### config.mk
export PLATFORM = sky130hd
export DESIGN_NAME = blink_mem_arb
export DESIGN_NICKNAME = d
export VERILOG_FILES = /design/src/rtl/blink_pkg.sv /design/src/rtl/blink_slot_dec.sv /design/src/rtl/blink_mem_arb.sv
export SDC_FILE = /design/constraint.sdc
export NUM_CORES = 1
export LEC_CHECK = 0
export ABC_AREA = 0
export ABC_CLOCK_PERIOD_IN_PS = 4670
export CAP_MARGIN = 5
export CORE_UTILIZATION = 41
export CTS_CLUSTER_SIZE = 10
export DETAILED_ROUTE_END_ITERATION = 8
export PLACE_DENSITY = 0.79
export SKIP_CTS_REPAIR_TIMING = 1
export SYNTH_ARGS = -nofsm -noshare
export SYNTH_HDL_FRONTEND = slang
export SYNTH_SLANG_ARGS = --single-unit
### constraint.sdc
create_clock -name mck -period 4.67 [get_ports mck]
set_input_delay 0.7005 -clock mck [delete_from_list [all_inputs] [get_ports mck]]
set_output_delay 0.7005 -clock mck [all_outputs]
set_load 0.03 [all_outputs]
### src/rtl/blink_pkg.sv
// Shared constants for the Blink memory arbiter: FSM encodings, chip-enable
// bit positions and the slot decode of the physical address top bits.
package blink_pkg;

    localparam logic [1:0] ST_IDLE = 2'd0;
    localparam logic [1:0] ST_CPU  = 2'd1;
    localparam logic [1:0] ST_LCD  = 2'd2;

    typedef logic [1:0] arb_state_t;

    // ce_n bit order {se3_n, se2_n, se1_n, irce_n, ipce_n}
    localparam int CE_IPCE = 0;
    localparam int CE_IRCE = 1;
    localparam int CE_SE1  = 2;
    localparam int CE_SE2  = 3;
    localparam int CE_SE3  = 4;

    localparam logic [2:0] DEC_ROM = 3'b000;
    localparam logic [2:0] DEC_RAM = 3'b001;
    localparam logic [1:0] DEC_SE1 = 2'b01;
    localparam logic [1:0] DEC_SE2 = 2'b10;
    localparam logic [1:0] DEC_SE3 = 2'b11;

    function automatic int starve_width(input int max_cnt);
        return $clog2(max_cnt + 1);
    endfunction

endpackage

### src/rtl/blink_slot_dec.sv
// Chip-enable decode from the top three physical address bits; all enables
// stay high unless a bus owner is actually driving a cycle.
module blink_slot_dec
    import blink_pkg::*;
(
    input  logic [2:0] ma_hi,
    input  logic       bus_active,
    output logic [4:0] ce_n
);

    always_comb begin
        ce_n = 5'b11111;
        if (bus_active) begin
            if (ma_hi == DEC_ROM) begin
                ce_n[CE_IPCE] = 1'b0;
            end else if (ma_hi == DEC_RAM) begin
                ce_n[CE_IRCE] = 1'b0;
            end else begin
                case (ma_hi[2:1])
                    DEC_SE1: ce_n[CE_SE1] = 1'b0;
                    DEC_SE2: ce_n[CE_SE2] = 1'b0;
                    DEC_SE3: ce_n[CE_SE3] = 1'b0;
                    default: ce_n = 5'b11111;
                endcase
            end
        end
    end

endmodule

### src/rtl/blink_mem_arb.sv
// Physical memory bus arbiter between the Z80 and the LCD fetch engine.
// Z80 has priority; a starved LCD request forces one slot and stalls the Z80.
//
//   state | meaning
//   IDLE  | bus free; Z80 may drive combinationally, LCD grant decided here
//   CPU   | Z80 memory cycle in progress, held until MREQ releases
//   LCD   | LCD read access, ACC_CYC cycles, Z80 held off with wait_n
module blink_mem_arb
    import blink_pkg::*;
#(
    parameter int STARVE_MAX = 8,
    parameter int ACC_CYC    = 2
) (
    input  logic        mck,
    input  logic        rin_n,
    input  logic [21:0] cpu_ma,
    input  logic        mrq_n,
    input  logic        crd_n,
    input  logic        cwr_n,
    input  logic        lcd_req,
    input  logic [21:0] lcd_addr,
    output logic        lcd_gnt,
    output logic        lcd_vld,
    output logic [7:0]  lcd_data,
    input  logic [7:0]  mem_di,
    output logic [21:0] ma,
    output logic        moe_n,
    output logic        mwe_n,
    output logic [4:0]  ce_n,
    output logic        wait_n
);

    localparam int SW = starve_width(STARVE_MAX);
    localparam logic [SW-1:0] STARVE_TOP = SW'(STARVE_MAX);
    localparam logic [3:0]    ACC_LOAD   = 4'(ACC_CYC - 1);

    arb_state_t     state_q;
    logic [SW-1:0]  starve_q;
    logic [3:0]     acc_q;
    logic [21:0]    la_q;
    logic           lcd_gnt_q;
    logic           lcd_vld_q;
    logic [7:0]     lcd_data_q;

    logic force_lcd;
    logic take_lcd;
    logic cpu_owner;
    logic lcd_owner;
    logic bus_active;

    assign force_lcd = lcd_req && (starve_q == STARVE_TOP);
    assign take_lcd  = (state_q == ST_IDLE) && (force_lcd || (mrq_n && lcd_req));

    always_ff @(posedge mck) begin
        if (!rin_n) begin
            state_q    <= ST_IDLE;
            starve_q   <= '0;
            acc_q      <= '0;
            la_q       <= '0;
            lcd_gnt_q  <= 1'b0;
            lcd_vld_q  <= 1'b0;
            lcd_data_q <= '0;
        end else begin
            lcd_gnt_q <= 1'b0;
            lcd_vld_q <= 1'b0;
            case (state_q)
                ST_IDLE: begin
                    if (take_lcd) begin
                        state_q   <= ST_LCD;
                        lcd_gnt_q <= 1'b1;
                        la_q      <= lcd_addr;
                        acc_q     <= ACC_LOAD;
                    end else if (!mrq_n) begin
                        state_q <= ST_CPU;
                    end
                end
                ST_CPU: begin
                    if (mrq_n) state_q <= ST_IDLE;
                end
                ST_LCD: begin
                    if (acc_q != 4'd0) begin
                        acc_q <= acc_q - 4'd1;
                    end else begin
                        lcd_data_q <= mem_di;
                        lcd_vld_q  <= 1'b1;
                        state_q    <= ST_IDLE;
                    end
                end
                default: state_q <= ST_IDLE;
            endcase

            // Counts cycles an LCD request waits; a grant or a dropped request restarts it.
            if (!lcd_req || take_lcd) begin
                starve_q <= '0;
            end else if (starve_q != STARVE_TOP) begin
                starve_q <= starve_q + SW'(1);
            end
        end
    end

    assign lcd_owner  = (state_q == ST_LCD);
    assign cpu_owner  = (state_q == ST_CPU) || ((state_q == ST_IDLE) && !force_lcd);
    assign bus_active = (cpu_owner && !mrq_n) || lcd_owner;

    always_comb begin
        ma    = cpu_ma;
        moe_n = 1'b1;
        mwe_n = 1'b1;
        if (lcd_owner) begin
            ma    = la_q;
            moe_n = 1'b0;
        end else if (cpu_owner) begin
            moe_n = crd_n | mrq_n;
            mwe_n = cwr_n | mrq_n;
        end
    end

    assign wait_n   = !(lcd_owner && !mrq_n);
    assign lcd_gnt  = lcd_gnt_q;
    assign lcd_vld  = lcd_vld_q;
    assign lcd_data = lcd_data_q;

    blink_slot_dec u_slot_dec (
        .ma_hi      (ma[21:19]),
        .bus_active (bus_active),
        .ce_n       (ce_n)
    );

endmodule
==> flow_summary.ini <==
[critical_path]
critPathMaxStageDelay_ps = 680
cp_max_fo = 5
cp-start-kind = input port
cpMostUsedCell = clkdlybuf4s50_1
crit_family = buffers and inverters
required_ps = 3970
critPathBufInv = 2
cp.arrival_ps = 2650
worst-setup-path-type = in -> out
cp_cell_sequence = clkdlybuf4s50_1 > nor3b_1 > a2bb2oi_1 > nand4_1 > clkdlybuf4s50_1
worstSetupEndpointType = output port
slowest_stage = clkdlybuf4s50_1

[yosys]
netlist_area_mm2 = 0.002100
avgSynthCellArea_um2 = 7.691
ys_ff_latch = 42
synth_seq_area_share_pct = 40.05
ys_warn_count = 0
syn_nets = 335
synthTopCellsByArea = dfxtp_1 40%, nand2_1 18%, mux2i_1 11%
synthArstFlopShare_pct = 0
synth_ff_type = dfxtp_1
synth.largest_area_cell = dfxtp_1
synth_top_cell_area_share_pct = 40.05
synth_cell_types = 40
synth_edf_count = 0
syn_inst = 273

[power_and_ir_drop]
seqPwrFrac_pct = 43.4
ir_drop_mv = 0.1643
p_int_mw = 0.6391
netSwitchingFraction_pct = 27.30
power.switching_mw = 0.2400
leakage_nw = 1.285
clkPwrFrac_pct = 32.3
power_density_mw_per_mm2 = 273.4
fin_total_pwr_mw = 0.8791
combinationalPowerShare_pct = 24.3

[die]
num_rows = 25
core_area_mm2 = 0.004817
ioPinCount = 98
dieArea_mm2 = 0.005411
die_h_um = 73.56
chipWidth_um = 73.56
start_util_pct = 43.58

[cts]
cts_buffer_depth = 2
h-tree-depth = 2
tritoncts = built
cts_buffers = 5
cts.clk_slew.worst_paths_ps = 70
clock-sinks = 42
cts_root_buf = clkbuf_8
insertion_delay_ps = 290

[routing]
wl_um = 5300
wl_per_cell_um = 12.27
route.detailed.drc = 0
viasPerCell = 4.877
ant_nets = 0
drt_iter0_drc = 115
first_pass_iters = 4
vias = 2107

[sta]
finalHoldViolations = 0
tightest_slew_ps = 794.2
timing.final.max_slew_violations = 0
max_slew_margin_pct = 47.05
period_share_pct = 71.82
fin_setup_tns_ps = 0
finalClockSkew_ps = 5.731
setup_viol = 0
period_minus_slack_ps = 3354
max_freq_mhz = 298.1
rsz0062_at_grt = no

[placement]
dp.final_hpwl_um = 3769
gp_congestion = 0.7635
portBuffers = 97

[layout]
insertedDiodeCount = 0
register_area_um2 = 840.8
drive_above_1_share_pct = 4.658
nFillCells = 428
multiInputGateArea_mm2 = 0.001139
syn2layout_area_growth_pct = 53.16
nets = 426
final_util_pct = 66.75

[global_routing]
grt_max_degree = 50
grt_pass1_wl_um = 8832
gr-total-overflow = 0
antenna_found_initial = 0
grt_usage_pct = 21.13
grt_pass1_vias = 2015

[status]
run_status = finished clean

[job]
maxCapViolations = 0

[worst_hold_path]
min_path_type = reg -> reg
## power groups by stage
stage	clock network [mW]	logic (mW)	registers [mW]
after floorplan	0	0.108	0.393
after global placement	0	0.211	0.389
after detailed placement	0	0.213	0.390
after CTS	0.291	0.215	0.382
after global routing	0.304	0.230	0.384
final	0.284	0.213	0.382
## state kept, by name, summed over array words and instances (netlist names)
| signal | count |
|---|---|
| acc_q | 4 |
| la_q | 22 |
| lcd_data | 8 |
| lcd_gnt | 1 |
| lcd_vld | 1 |
| starve_q | 4 |
| state_q | 2 |
## final timing paths
check                            from              endpoint  slack [ps]  cells past startpoint
max                           lcd_req               ce_n[1]        1320                      5
min              la_q[9]$_SDFFE_PN0P_  la_q[9]$_SDFFE_PN0P_         460                      2
max reg2reg  starve_q[0]$_SDFFE_PP0P_  la_q[4]$_SDFFE_PN0P_        2440                      6
min reg2reg      la_q[9]$_SDFFE_PN0P_  la_q[9]$_SDFFE_PN0P_         460                      2
## synth_stat cells (all sizes together), types with 2 or more instances
cell,count
nand2,103
dfxtp,42
mux2i,24
clkbuf,14
nand3,12
a21oi,10
inv,10
o21ai,10
buf,4
ha,4
nor2,4
o21a,3
a211o,2
a211oi,2
nand2b,2
nand3b,2
nor2b,2
nor3,2
nor3b,2
or4,2
## cell usage in the layout, fill, tap and decap left out, types with 2 or more instances in the layout
| master | instances |
|---|---|
| nand2_1 | 103 |
| clkdlybuf4s50_1 | 97 |
| dfxtp_1 | 42 |
| mux2i_1 | 24 |
| nand3_1 | 12 |
| inv_1 | 10 |
| o21ai_0 | 10 |
| a21oi_1 | 10 |
| clkbuf_8 | 5 |
| buf_4 | 5 |
| nor2_1 | 4 |
| ha_1 | 4 |
| o21a_1 | 3 |
| nand2b_1 | 2 |
| nor3b_1 | 2 |
| nand3b_1 | 2 |
| a211o_1 | 2 |
| or4_1 | 2 |
| nor3_1 | 2 |
| clkbuf_1 | 2 |
## cell type report
class,count,share of cell area [%]
Inverter,10,1.167
Timing Repair Buffer,102,31.36
Clock buffer,7,2.374
Clock inverter,1,0.9339
Tap cell,67,2.607
Multi-Input combinational cell,203,35.41
Sequential cell,42,26.15
## layer usage
| layer | GRT usage, % | vias to the layer above | routed length (um) |
|---|---|---|---|
| li1 | - | 1083 | - |
| met1 | 25.64 | 946 | 2388 |
| met2 | 34.96 | 74 | 2497 |
| met3 | 7.270 | 4 | 384 |
| met4 | 6.838 | 0 | 29 |
| met5 | 0 | - | 0 |
## cells by family (layout without fill, tap and decap cells)
logic type,count (synthesis),in the layout,synth area share (%)
AND/OR/NAND/NOR,138,138,28.43
flip-flops,42,42,40.05
AO/OA/AOI/OAI,34,34,10.49
buffers and inverters,28,120,5.840
multiplexers,25,25,11.98
adder cells (fa/ha/maj),4,4,2.384
XOR/XNOR,2,2,0.8345
## worst reg2reg max path, cell delays in order (launching register included)
cell and delay, ps:
dfxtp_1 350, inv_1 70, ha_1 130, and3b_1 310, o21a_1 680, buf_4 400, mux2i_1 220
## per-stage QoR
stage	cells	setup slack, ps	instance area, um2	hold slack, ps
after floorplan	273	2316	2100	432.2
after global placement	424	1394	3109	441.9
after detailed placement	424	1356	3109	447.4
after CTS	432	1346	3216	460.2
after global routing	432	1204	3216	481.0
final	432	1316	3216	457.1
Note: power is estimated with default switching activity, not from simulation.
